### src/rtl/game_pkg.sv
// Shared types for the collision query path.
//   CW      : coordinate/size width in screen units
//   state_t : scanner FSM states
//   box_t   : axis-aligned box {x, y, w, h}; (x, y) is the top-left corner
package game_pkg;

  localparam int unsigned CW = 9;

  typedef enum logic [1:0] {
    IDLE,
    FETCH,
    DRAIN,
    DONE
  } state_t;

  typedef struct packed {
    logic [CW-1:0] x;
    logic [CW-1:0] y;
    logic [CW-1:0] w;
    logic [CW-1:0] h;
  } box_t;

endpackage

### src/rtl/aabb_overlap.sv
// Combinational strict AABB overlap test between box A and box B.
// Edges that only touch do not count, and a box with zero width or zero height
// never overlaps anything. Far edges are formed at CW+1 bits so boxes near the
// right or bottom of the screen do not wrap.
//   a_x_i, a_y_i, a_w_i, a_h_i : box A (top-left, width, height)
//   b_x_i, b_y_i, b_w_i, b_h_i : box B
//   overlap_o                  : 1 when the interiors intersect
module aabb_overlap #(
  parameter int unsigned CW = 9
) (
  input  logic [CW-1:0] a_x_i,
  input  logic [CW-1:0] a_y_i,
  input  logic [CW-1:0] a_w_i,
  input  logic [CW-1:0] a_h_i,
  input  logic [CW-1:0] b_x_i,
  input  logic [CW-1:0] b_y_i,
  input  logic [CW-1:0] b_w_i,
  input  logic [CW-1:0] b_h_i,
  output logic          overlap_o
);

  logic [CW:0] a_xe, a_ye, b_xe, b_ye;
  logic        nonempty;

  assign a_xe = {1'b0, a_x_i} + {1'b0, a_w_i};
  assign a_ye = {1'b0, a_y_i} + {1'b0, a_h_i};
  assign b_xe = {1'b0, b_x_i} + {1'b0, b_w_i};
  assign b_ye = {1'b0, b_y_i} + {1'b0, b_h_i};

  // Without this guard a zero-width box strictly inside the other span would hit.
  assign nonempty = (|a_w_i) & (|a_h_i) & (|b_w_i) & (|b_h_i);

  assign overlap_o = nonempty
                   & ({1'b0, a_x_i} < b_xe) & (a_xe > {1'b0, b_x_i})
                   & ({1'b0, a_y_i} < b_ye) & (a_ye > {1'b0, b_y_i});

endmodule

### src/rtl/collide_scanner.sv
// AABB collision query initiator. A start pulse in IDLE latches the probe box,
// then the object table is read once per cycle over a 1-cycle sync-read port
// and every enabled entry is tested against the probe.
//   clk, rst_n               : clock, asynchronous active-low reset
//   start                    : request pulse, accepted only in IDLE
//   px, py, pw, ph           : probe box, latched on accepted start
//   obj_addr, obj_rd         : table read address / strobe
//   obj_en, ox, oy, ow, oh   : table entry, valid the cycle after obj_rd
//   busy                     : scan in progress (FETCH and DRAIN)
//   done                     : 1-cycle pulse, results valid from this cycle on
//   hit_mask, hit_any, hit_idx : per-entry hits, any hit, lowest hit index
module collide_scanner
  import game_pkg::*;
#(
  parameter int unsigned N_OBJ = 16,
  parameter int unsigned AW    = 4,
  parameter int unsigned CW    = game_pkg::CW
) (
  input  logic             clk,
  input  logic             rst_n,
  input  logic             start,
  input  logic [CW-1:0]    px,
  input  logic [CW-1:0]    py,
  input  logic [CW-1:0]    pw,
  input  logic [CW-1:0]    ph,
  output logic [AW-1:0]    obj_addr,
  output logic             obj_rd,
  input  logic             obj_en,
  input  logic [CW-1:0]    ox,
  input  logic [CW-1:0]    oy,
  input  logic [CW-1:0]    ow,
  input  logic [CW-1:0]    oh,
  output logic             busy,
  output logic             done,
  output logic [N_OBJ-1:0] hit_mask,
  output logic             hit_any,
  output logic [AW-1:0]    hit_idx
);

  localparam logic [AW-1:0] LAST = AW'(N_OBJ - 1);

  state_t          state_q, state_d;
  logic [AW-1:0]   addr_q, addr_d;
  logic            rd_vld_q;
  logic [AW-1:0]   rd_idx_q;
  logic [CW-1:0]   px_q, py_q, pw_q, ph_q;
  logic [N_OBJ-1:0] hit_mask_q, hit_mask_d;
  logic            hit_any_q, hit_any_d;
  logic [AW-1:0]   hit_idx_q, hit_idx_d;
  logic            accept;
  logic            overlap;
  logic            entry_hit;

  aabb_overlap #(.CW(CW)) u_overlap (
    .a_x_i     (px_q),
    .a_y_i     (py_q),
    .a_w_i     (pw_q),
    .a_h_i     (ph_q),
    .b_x_i     (ox),
    .b_y_i     (oy),
    .b_w_i     (ow),
    .b_h_i     (oh),
    .overlap_o (overlap)
  );

  // Table data is only meaningful on the cycle after a read; gating here keeps
  // unknown entry values out of the result registers.
  assign entry_hit = rd_vld_q & obj_en & overlap;

  always_comb begin
    state_d = state_q;
    addr_d  = addr_q;
    accept  = 1'b0;
    obj_rd  = 1'b0;
    busy    = 1'b0;
    done    = 1'b0;
    case (state_q)
      IDLE: begin
        if (start) begin
          accept  = 1'b1;
          addr_d  = '0;
          state_d = FETCH;
        end
      end
      FETCH: begin
        obj_rd = 1'b1;
        busy   = 1'b1;
        if (addr_q == LAST) begin
          addr_d  = '0;
          state_d = DRAIN;
        end else begin
          addr_d = addr_q + AW'(1);
        end
      end
      DRAIN: begin
        busy    = 1'b1;
        state_d = DONE;
      end
      DONE: begin
        done    = 1'b1;
        state_d = IDLE;
      end
      default: state_d = IDLE;
    endcase
  end

  // Ascending scan order means the first hit seen is the lowest index.
  always_comb begin
    hit_mask_d = hit_mask_q;
    hit_any_d  = hit_any_q;
    hit_idx_d  = hit_idx_q;
    if (accept) begin
      hit_mask_d = '0;
      hit_any_d  = 1'b0;
      hit_idx_d  = '0;
    end else if (entry_hit) begin
      hit_mask_d[rd_idx_q] = 1'b1;
      if (!hit_any_q) begin
        hit_any_d = 1'b1;
        hit_idx_d = rd_idx_q;
      end
    end
  end

  always_ff @(posedge clk or negedge rst_n) begin
    if (!rst_n) begin
      state_q    <= IDLE;
      addr_q     <= '0;
      rd_vld_q   <= 1'b0;
      rd_idx_q   <= '0;
      px_q       <= '0;
      py_q       <= '0;
      pw_q       <= '0;
      ph_q       <= '0;
      hit_mask_q <= '0;
      hit_any_q  <= 1'b0;
      hit_idx_q  <= '0;
    end else begin
      state_q    <= state_d;
      addr_q     <= addr_d;
      rd_vld_q   <= obj_rd;
      rd_idx_q   <= addr_q;
      hit_mask_q <= hit_mask_d;
      hit_any_q  <= hit_any_d;
      hit_idx_q  <= hit_idx_d;
      if (accept) begin
        px_q <= px;
        py_q <= py;
        pw_q <= pw;
        ph_q <= ph;
      end
    end
  end

  assign obj_addr = addr_q;
  assign hit_mask = hit_mask_q;
  assign hit_any  = hit_any_q;
  assign hit_idx  = hit_idx_q;

endmodule

### config.mk
export PLATFORM = sky130hd
export DESIGN_NAME = collide_scanner
export DESIGN_NICKNAME = d
export VERILOG_FILES = /design/src/rtl/game_pkg.sv /design/src/rtl/aabb_overlap.sv /design/src/rtl/collide_scanner.sv
export SDC_FILE = /design/constraint.sdc
export NUM_CORES = 1
export LEC_CHECK = 0
export CORE_MARGIN = 5
export CORE_UTILIZATION = 47
export DETAILED_ROUTE_END_ITERATION = 12
export GPL_ROUTABILITY_DRIVEN = 0
export PLACE_DENSITY = 0.77
export SLEW_MARGIN = 10
export SYNTH_ARGS = -nofsm -noshare
export SYNTH_HDL_FRONTEND = slang
export SYNTH_SLANG_ARGS = --single-unit
### constraint.sdc
create_clock -name clk -period 3.2 [get_ports clk]
set_input_delay 0.32 -clock clk [delete_from_list [all_inputs] [get_ports clk]]
set_output_delay 0.32 -clock clk [all_outputs]
set_load 0.01 [all_outputs]
# [Word-level counts from Yosys, hierarchy flattened]
# Index checks and enable logic that the tools add are counted.
[totals] ff_bits=68 input_bits=76 out_inout_bits=28 elab_cells=71
[op_classes] reduce_logical=12 n_eq_ne=7 add_sub_neg=5 n_lt_le_gt_ge=6 muxes=20 bitwise_logic=10
[op_table] operator="adder 9 x 9 -> 10 bit" count=4
[op_table] operator="OR reduction 9 bit" count=4
[op_table] operator="2-to-1 mux 16 bit" count=2
[op_table] operator="greater-than comparator 10 x 9 -> 1 bit" count=2
[op_table] operator="less-than comparator 9 x 10 -> 1 bit" count=2
[op_table] operator="2-to-1 mux 4 bit" count=5
[op_table] operator="bitwise OR 16 bit" count=1
[op_table] operator="bitwise AND 1 bit" count=9
[op_table] operator="2-to-1 mux 1 bit" count=8
[op_table] operator="one-hot mux 2 bit (4 select lines)" count=1
[op_table] operator="one-hot mux 4 bit (2 select lines)" count=1
[op_table] operator="AND reduction 2 bit" count=3
[op_table] operator="less-than comparator 4 x 5 -> 1 bit, second input constant" count=1
[op_table] operator="adder 4 x 1 -> 4 bit, second input constant" count=1
[op_table] operator="demux 1 bit (select 4 bit)" count=1
[op_table] operator="equality test 2 bit, second input constant" count=2
[op_table] operator="equality test 4 bit, second input constant" count=1
[op_table] operator=">= comparator 4 x 1 -> 1 bit, second input constant" count=1
[op_table] operator="2-to-1 mux 2 bit" count=2
[op_table] operator="!= test 2 bit, second input constant" count=2
[op_table] operator="nonzero test 2 bit" count=2
[op_table] operator="equality test 2 x 1 -> 1 bit, second input constant" count=1
[op_table] operator="logical NOT 2 bit" count=1
[op_table] operator="!= test 2 x 1 -> 1 bit, second input constant" count=1
[op_table] operator="2 further kinds" count=2

# [Logic depth before layout (Yosys ltp)]
# Gate-level depths: netlist of the first run.
[logic_depth] depth_word=11 mapped_depth=19

# [Hierarchy]
# Synthesis of the first run repeated with hierarchy kept, for this count alone.
[hier_totals] hier_cells=556 hier_area_um2=5076.1
[by_module_without_submodules] module="collide_scanner" cells_each=257 area_per_inst_um2=2746.4 instances=1
[by_module_without_submodules] module="aabb_overlap" cells_each=299 area_per_inst_um2=2329.7 instances=1

# [Worst setup path after synthesis of the first run]
# Ideal clock, no wire load.
[synth_timing] kind="flip-flop to flip-flop" startpoint="register px_q[0]" endpoint="register hit_idx_q[1], in the netlist hit_idx[1]" slack_ps=-248 setup_time_ps=120 arrival_time_ps=3328 required_time_ps=3080 stages_incl_launch_ff=18 synth_period_minus_slack_ps=3448 path_cell_list="dfrtp_1 > ha_1 > fa_1 > a21o_1 > a21oi_1 > o21bai_1 > a21oi_1 > o21ai_0 > xor2_1 > ha_1 > nand3_1 > o32a_1 > o31ai_1 > o211ai_1 > and3_1 > buf_6 > buf_8 > a41o_1"
[synth_via] elab_chain_len=8 word_cells_on_any_way=10
[synth_lines] element="from (decl)" line_no="collide_scanner.sv:46" source="logic [CW-1:0] px_q, py_q, pw_q, ph_q;"
[synth_lines] element="from (signal assigned)" line_no="collide_scanner.sv:147" source="px_q <= px;"
[synth_lines] element="adder 9 x 9 -> 10 bit or less-than comparator 9 x 10 -> 1 bit (tied branches)" line_no="aabb_overlap.sv:25, aabb_overlap.sv:34"
[synth_lines] element="greater-than comparator 10 x 9 -> 1 bit or bitwise AND 1 bit (tied branches)" line_no="aabb_overlap.sv:34" source="& ({1'b0, a_x_i} < b_xe) & (a_xe > {1'b0, b_x_i})"
[synth_lines] element="bitwise AND 1 bit (*)" line_no="aabb_overlap.sv:34"
[synth_lines] element="bitwise AND 1 bit (*) (2 in a row)" line_no="aabb_overlap.sv:35" source="& ({1'b0, a_y_i} < b_ye) & (a_ye > {1'b0, b_y_i});"
[synth_lines] element="bitwise AND 1 bit (*)" line_no="collide_scanner.sv:68" source="assign entry_hit = rd_vld_q & obj_en & overlap;"
[synth_lines] element="nonzero test 2 bit (no line) (*)"
[synth_lines] element="AND reduction 2 bit (no line) (*)"
[synth_lines] element="to (signal assigned)" line_no="collide_scanner.sv:145" source="hit_idx_q <= hit_idx_d;"
[synth_lines] element="to (decl)" line_no="collide_scanner.sv:49" source="logic [AW-1:0] hit_idx_q, hit_idx_d;"
# Mark *: on every way between the ends. The rest lies on a longest branch, timed or not.
# A chain may end at the register's enable or synchronous reset.

# [Worst setup path in the final report of the first run]
[layout_timing] startpoint="register px_q[0]" endpoint="register hit_idx_q[3], in the netlist hit_idx[3]"
# The elaborated chain is that of the path after synthesis.

==> results of run 1 <==
registers in the layout, summed over array words and instances, names as in the netlist:
name	cells
rd_idx_q	4
hit_any	1
rd_vld_q	1
py_q	9
state_q	2
ph_q	9
hit_idx	4
obj_addr	4
px_q	9
hit_mask	16
pw_q	9
metal layers:
metal	track usage, %	part of all wire, %	up-vias	wire length (µm)
li1	-	-	2459	-
met1	29.68	44	2391	6501
met2	37.24	49	149	7232
met3	5.775	6.2	17	926
met4	5.288	1.0	2	155
met5	0	0.088	-	13
where the power goes:
part	internal, mW	total [mW]	leakage [nW]	switching [mW]
Sequential	1.14	1.41	0.885	0.267
Clock	0.380	0.744	0.0983	0.365
Combinational	2.14	4.30	2.71	2.16
Total	3.66	6.46	3.69	2.79
stage by stage:
| step | setup WS (ns) | power (mW) | hold WS (ns) | setup TNS [ns] | instance area (µm²) |
|---|---|---|---|---|---|
| final | -0.3896 | 6.457 | 0.4468 | -7.452 | 7362 |
| after global routing | -0.5402 | 6.974 | 0.4894 | -10.68 | 7362 |
| after CTS | -0.3273 | 6.255 | 0.1833 | -6.054 | 7188 |
| after detailed placement | -0.8182 | 5.316 | 0.4448 | -16.21 | 6862 |
| after global placement | -0.6683 | 5.101 | 0.4416 | -13.85 | 6862 |
| after floorplan | -0.02821 | 3.768 | 0.02441 | -0.3462 | 5045 |
cell usage in the layout (no fill, tap or decap), types with 4 or more instances in the layout:
master           Yosys  routed
a21o_1              11      11
a21oi_1             33      27
a21oi_2              1       6
a31oi_1             18      11
a31oi_4              0       6
a41o_1               4       4
and3_1               5       5
buf_4                1      97
clkbuf_8             0      10
clkdlybuf4s50_1      0      98
dfrtp_1             68      67
ha_1                75      72
inv_1               37      36
nand2_1            128     128
nand2b_1            11      11
nand3_1             12      12
nand4_1              5       5
nor2_1              45      42
nor2b_1              6       5
nor3_1              13      13
nor4_1               5       5
o21a_1               5       4
o21ai_0             19      10
o21ai_1              2      10
o21bai_1             4       4
xnor2_1             11      11
xor2_1              13      13
kinds of logic (layout without fill, tap and decap cells):
| kind of cell | count (synthesis) | in the layout | share of synthesized area (%) |
|---|---|---|---|
| xor gates and xnor gates | 24 | 24 | 4.188 |
| adders and majority gates | 79 | 79 | 20.29 |
| muxes | 1 | 1 | 0.1995 |
| AOI/OAI and AO/OA | 124 | 124 | 16.58 |
| and+or+nand+nor | 238 | 238 | 20.54 |
| DFF | 68 | 68 | 33.91 |
| buffers and inverters | 51 | 258 | 4.288 |
synth_stat cells, types with 2 or more instances:
library cell    n
dfrtp_1        68
ha_1           75
nand4_1         5
nand2b_1       11
nand3_1        12
a211oi_1        4
or3_1           2
a21o_1         11
nor4_1          5
o21a_1          5
a21oi_1        33
o32a_1          2
and2_1          2
xnor2_1        11
xor2_1         13
a31oi_1        18
a41o_1          4
nand3b_1        2
nor2b_1         6
a211o_1         3
o21bai_1        4
o221ai_1        3
inv_1          37
nor3_1         13
clkbuf_1       10
nand2_1       128
and3_1          5
fa_1            4
nor2_1         45
o21ai_1         2
a221oi_1        2
o21ai_0        19
final cells by class:
type	count	share of cell area, %
Clock buffer	10	1.869
Clock inverter	6	0.8668
Inverter	37	1.886
Multi-Input combinational cell	466	44.87
Sequential cell	68	23.13
Tap cell	136	2.311
Timing Repair Buffer	205	25.07
what timing repair did:
| action | CTS | global route |
|---|---|---|
| pin swaps | 4 | 13 |
| cloned | 1 | 0 |
| hold endpoints to repair | 0 | 17 |
| gates resized for setup | 23 | 20 |
| buffers inserted | 5 | 3 |
| hold buffers | 0 | 1 |
| setup endpoints to repair | 21 | 21 |
worst min path at each step:
stage	endpoint	slack [ns]	cells after the start
detailed placement	rd_idx_q[3]	0.44	0
finish	hit_mask[10]	0.45	2
floorplan	hit_any	0.02	0
global placement	rd_idx_q[3]	0.44	0
global route	rd_idx_q[3]	0.49	0
CTS	py_q[2]	0.18	1
==> key figures, run 1 <==
Clock tree
  • Root buf cell: clkbuf_8
  • CTS tree: done
  • H-tree lvl count: 3
  • Max Root-Sink Buffers: 2
  • Total CTS buffers: 9
  • Clk sinks: 68
  • Later-pin clock latency in the skew report: 0.35 ns
  • Worst-path clk slew: 0.08 ns

Final layout
  • # diodes: 0
  • Finished Layout Cells: 928
  • Core Util, Final: 70.99%
  • Layout cells sized above 1: 19.82%
  • Filler instances: 787
  • Reg area: 1703 µm²
  • Syn-to-layout area delta: 46.70%
  • Post-layout nets: 942
  • Multi-input logic area: 3303 µm²

Yosys
  • Unique cell type count in the Yosys netlist: 53
  • Number of synthesized flops with an enable pin: 0
  • Synth top area share: 33.91%
  • Synth Instances: 585
  • Mapped Nets: 740
  • Post-synth ARST share: 100.0%
  • Ranking of synthesized cells by area: dfrtp_1 34%, ha_1 19%, nand2_1 9.6%
  • Biggest area consumer among synthesized cells: dfrtp_1
  • Yosys warns: 0
  • Avg Cell Area, Syn: 8.579 µm²
  • Post-Syn Area: 5019 µm²
  • Ys flop type: dfrtp_1
  • Sequential-to-total area share from yosys stat: 33.91%
  • FF+latch count, synth: 68

Worst setup path
  • Top cell family by delay on the critical path: compound AO/OA/AOI/OAI gates
  • Crit path top cell by count: a21oi_2
  • Critical-path top delay cell: dfrtp_1
  • CP Data Arrival Time: 3.83 ns
  • Setup Crit Path Kind: register to register
  • Critical Path RT: 3.44 ns
  • CP peak stage delay: 0.40 ns
  • Critical-path maximum fanout: 9
  • Worst flop-to-flop path startpoint: px_q[0]
  • Reg2reg end: hit_idx[3]
  • Crit path to: hit_idx[3]
  • CP Launch Type: register
  • CP endpoint kind: register
  • Buf+Inv Stages, Crit Path: 2
  • Crit path depth: 17
  • Worst-path cell chain: ha_2 -> fa_2 -> a21o_1 -> a21oi_2 -> o21bai_1 -> a21oi_2 -> o21ai_1 -> xor2_1 -> ha_1 -> nand3_1 -> o32a_1 -> o31ai_2 -> o211ai_1 -> and3_1 -> buf_6 -> buf_16 -> a41o_1
  • Critical Path Start: px_q[0]
  • Reg2reg path depth: 17
  • R2R Setup Slk: -0.39 ns

Floorplanning
  • Die width: 113.3 µm
  • Total die area: 12840 µm²
  • Cell Rows: 37
  • Core ar.: 10370 µm²
  • DIE HEIGHT: 113.3 µm
  • Top Ports: 104
  • Starting Density: 48.40%

Timing
  • Max Freq: 278.6 MHz
  • Pins Over Slew Limit: 0
  • Tightest Pin Transition: 0.8413 ns
  • Worst slew margin: 43.91%
  • Unrepaired setup endpoints after global routing: yes
  • Setup ws final: -0.3896 ns
  • Final period utilization: 112.2%
  • Minimum clock period: 3.590 ns
  • # setup viols final: 21
  • Setup Skew: 0.01897 ns
  • Final hold viol count: 0

Placed design
  • Post-detail-place hpwl: 11.42 mm
  • PortBufs: 103
  • Dpl cells: 901

Global routing
  • Vias in the first global route: 5081
  • Total gr overflow: 0
  • GRT Overall Usage: 22.51%
  • Largest net degree at the start of global routing: 50
  • Initial antenna violation count: 1
  • Global-route wire length before repair: 23.45 mm

Route
  • DR WL/cell: 15.98 µm
  • Total routed wirelength: 14.83 mm
  • Vias: 5018
  • Initial DRC Count: 247
  • DRT Pass-1 Iters: 5
  • Vias/cell: 5.407
  • Post-route DRC: 0
  • Antenna Violating Nets Remaining: 0

Worst hold path
  • Worst min path class: input pin to asynchronous set/reset pin

Job
  • Max-Cap Viols: 0

Run status
  • Failing checks: negative setup slack
  • Status: finished with violations

Pwr
  • Worst vdd ir: 0.4805 mV
  • Power Dens Cells: 877.0 nW/µm²
  • Leakage: 3.694 nW
Power figures use the tool's default switching activity.
==> inputs of run 2 (changes only) <==
--- a/config.mk
+++ b/config.mk
@@ -7,6 +7,7 @@
 export LEC_CHECK = 0
 export CORE_MARGIN = 5
 export CORE_UTILIZATION = 47
+export CTS_CLUSTER_SIZE = 16
 export DETAILED_ROUTE_END_ITERATION = 12
 export GPL_ROUTABILITY_DRIVEN = 0
 export PLACE_DENSITY = 0.77
==> results of run 2 <==
The final DEF is identical to that of run 1; final timing and power are the same.
==> inputs of run 3 (changes only) <==
--- a/config.mk
+++ b/config.mk
@@ -10,7 +10,7 @@
 export CTS_CLUSTER_SIZE = 16
 export DETAILED_ROUTE_END_ITERATION = 12
 export GPL_ROUTABILITY_DRIVEN = 0
-export PLACE_DENSITY = 0.77
+export PLACE_DENSITY = 0.81
 export SLEW_MARGIN = 10
 export SYNTH_ARGS = -nofsm -noshare
 export SYNTH_HDL_FRONTEND = slang
==> run 3 against run 2 <==
The run still ends with negative setup slack left. Sequential share of layout area fell by 0.55 points. Hold slack worse by 0.0029 ns. Fmax fell by 3.6%. Combinational power grew 8.8%. Count of clock-buffer cells in the layout increased by 1. Sequential cell count unchanged. Routed wire length is 6.5% higher. Largest power group unchanged. Setup slack got worse by 0.13 ns. Critical path depth up 1. Clock power down 2.8%.
==> key figures, run 3 (synthesized netlist as in run 1, its figures left out) <==
Run status
  • Status: finished with violations
  • Failing checks: negative setup slack

Pwr
  • Sequential power share: 20.7% (-1.1 points)
  • Net Switching: 2.957 mW (+5.8%)
  • Worst vdd ir: 0.6878 mV (+43%)
  • Sw frac: 43.36% (+0.073 points)
  • Total power: 6.819 mW (+5.6%)
  • Leakage: 3.731 nW (+1.0%)
  • Power Dens Cells: 904.4 nW/µm² (+3.1%)
  • Clock power share: 10.6% (-0.9 points)
  • Comb power frac: 68.7% (+2.0 points)
  • Int Pwr: 3.862 mW (+5.5%)

Final layout
  • Max FFs per register: 16 (unchanged)
  • Layout cells sized above 1: 22.71% (+2.9 points)
  • # diodes: 0 (unchanged)
  • Finished Layout Cells: 933 (+0.54%)
  • Post-layout nets: 948 (+0.64%)
  • Commonest non-fill, non-tap cells in the layout: 128 x nand2_1, 98 x clkdlybuf4s50_1, 98 x buf_4
  • Syn-to-layout area delta: 50.24%
  • Leading cell type in the layout, fill and taps excluded: nand2_1
  • Filler instances: 762 (-3.2%)

Worst setup path
  • CP Data Arrival Time: 3.91 ns (+0.08 ns)
  • Top cell family by delay on the critical path: compound AO/OA/AOI/OAI gates
  • Worst flop-to-flop path startpoint: pw_q[0]
  • CP endpoint kind: register
  • Reg2reg path depth: 18 (+1)
  • Reg2reg end: hit_mask[4]
  • R2R Setup Slk: -0.52 ns (-0.13 ns)
  • Critical-path maximum fanout: 11 (+2)
  • CP Launch Type: register
  • Buf+Inv Stages, Crit Path: 3 (+1)
  • CP peak stage delay: 0.40 ns (about the same)
  • Critical Path RT: 3.38 ns (-0.06 ns)
  • Setup Crit Path Kind: register to register
  • Critical-path top delay cell: dfrtp_1
  • Worst-path cell chain: ha_2 -> fa_2 -> a21o_1 -> a21oi_2 -> o21bai_1 -> a21oi_2 -> buf_4 -> xnor2_2 -> ha_1 -> nand4_1 -> o32a_1 -> o31ai_2 -> o211ai_1 -> and3_4 -> buf_12 -> buf_12 -> a31oi_4 -> nor2_1

Route
  • Wl on met1: 6.555 mm (+0.83%)
  • Vias/cell: 5.539 (+2.4%)
  • DRT Pass-1 Iters: 5 (unchanged)
  • DR WL/cell: 16.92 µm (+5.9%)
  • Vias: 5168 (+3.0%)
  • Total routed wirelength: 15.79 mm (+6.5%)
  • Antenna Violating Nets Remaining: 0 (unchanged)
  • Post-route DRC: 0 (unchanged)
  • Met2 wire len: 7.821 mm (+8.1%)
  • Initial DRC Count: 264 (+6.9%)
  • DR WL met3: 1.077 mm (+16%)
  • DR top layer: met5

Global routing
  • Vias in the first global route: 5448 (+7.2%)
  • Global-route wire length before repair: 24.91 mm (+6.2%)
  • Total gr overflow: 0 (unchanged)
  • Largest net degree at the start of global routing: 54 (+8.0%)
  • Initial antenna violation count: 1 (unchanged)
  • GRT Overall Usage: 23.82% (+1.3 points)

Timing
  • # setup viols final: 21 (unchanged)
  • Unrepaired setup endpoints after global routing: yes
  • Tightest Pin Transition: 1.015 ns (+0.1739 ns)
  • Worst slew margin: 32.32% (-12 points)
  • Final hold viol count: 0 (unchanged)
  • Max Freq: 268.6 MHz (-3.6%)
  • Pins Over Slew Limit: 0 (unchanged)
  • Final period utilization: 116.3% (+4.1 points)
  • Setup ws final: -0.5224 ns (-0.1328 ns)
  • Setup Skew: 0.01027 ns (-0.008706 ns)
  • Minimum clock period: 3.722 ns (+0.1328 ns)

Floorplanning
  • Cell Rows: 37 (unchanged)
  • Core ar.: 10370 µm² (unchanged)
  • Die width: 113.3 µm (unchanged)
  • Top Ports: 104 (unchanged)
  • Starting Density: 48.40% (unchanged)
  • DIE HEIGHT: 113.3 µm (unchanged)
  • Total die area: 12840 µm² (unchanged)

Worst hold path
  • Worst min path class: input pin to asynchronous set/reset pin

Clock tree
  • Root buf cell: clkbuf_8
  • H-tree lvl count: 3 (unchanged)
  • Max Root-Sink Buffers: 2 (unchanged)
  • Total CTS buffers: 9 (unchanged)
  • CTS tree: done
  • Worst-path clk slew: 0.08 ns (about the same)
  • Clk sinks: 68 (unchanged)
  • Later-pin clock latency in the skew report: 0.35 ns (about the same)

Placed design
  • Dpl cells: 900 (-0.11%)
  • Post-detail-place hpwl: 11.60 mm (+1.5%)
  • PortBufs: 103 (unchanged)

Job
  • Max-Cap Viols: 0 (unchanged)
run 3: changes by cell type in the layout (fill, tap and decap cells not counted), moves of 4 or more:
cell / change
a31oi_1: -5
a21oi_2: +6
a21oi_1: -6
a31oi_2: +4
buf_6: +5
run 3: how the worst max path moves through the flow:
stage | startpoint | endpoint | cells past startpoint
after floorplan | px_q[0] | hit_idx[1] | 17
after global placement | oy[0] | hit_idx[3] | 19
after detailed placement | oh[0] | hit_mask[4] | 20
after CTS | pw_q[0] | hit_mask[0] | 18
after global routing | pw_q[0] | hit_mask[15] | 18
final | pw_q[0] | hit_mask[4] | 18
run 3: timing repair:
| action | 4_1_cts | 5_1_grt |
|---|---|---|
| resized for setup | 35 | 39 |
| setup endpoints to repair | 21 | 21 |
| pin swaps | 28 | 35 |
| hold buffers | 1 | 0 |
| cloned | 1 | 0 |
| hold endpoints to repair | 17 | 0 |
| setup buffers | 12 | 4 |
run 3: final cells by class:
class	count	area [µm²]	area share, %
multi-input combinational	466	3426	45.44
timing repair buffer	211	1902	25.22
sequential	68	1703	22.59
tap	136	170.2	2.257
clock buffer	11	151.4	2.008
inverter	37	138.9	1.842
clock inverter	4	48.80	0.6472
run 3: per-stage QoR:
stage	hold slack [ns]	instance area [µm²]	worst slack [ns]	utilization, %	setup TNS, ns
detailed placement	0.2877	6867	-0.9861	66.22	-19.77
finish	0.4439	7540	-0.5224	72.71	-10.12
global placement	0.2802	6867	-0.6988	66.22	-14.05
CTS	0.4440	7305	-0.4508	70.44	-8.793
floorplan	0.02441	5045	-0.02821	-	-0.3462
global route	0.4778	7540	-0.6830	72.71	-13.22
run 3: power groups by stage:
stage                     clock [mW]  combinational, mW  sequential, mW
after floorplan                    0               2.39            1.37
after global placement             0               3.71            1.39
after detailed placement           0               3.93            1.40
after CTS                      0.734               4.28            1.40
after global routing           0.774               5.14            1.44
final                          0.723               4.68            1.41
run 3: per-layer routing:
metal  up-vias  global-route usage [%]
met2       200                   41.11
met3        35                   5.829
met1      2467                   29.48
met4         2                   7.131
li1       2464                       -
met5         -                       0
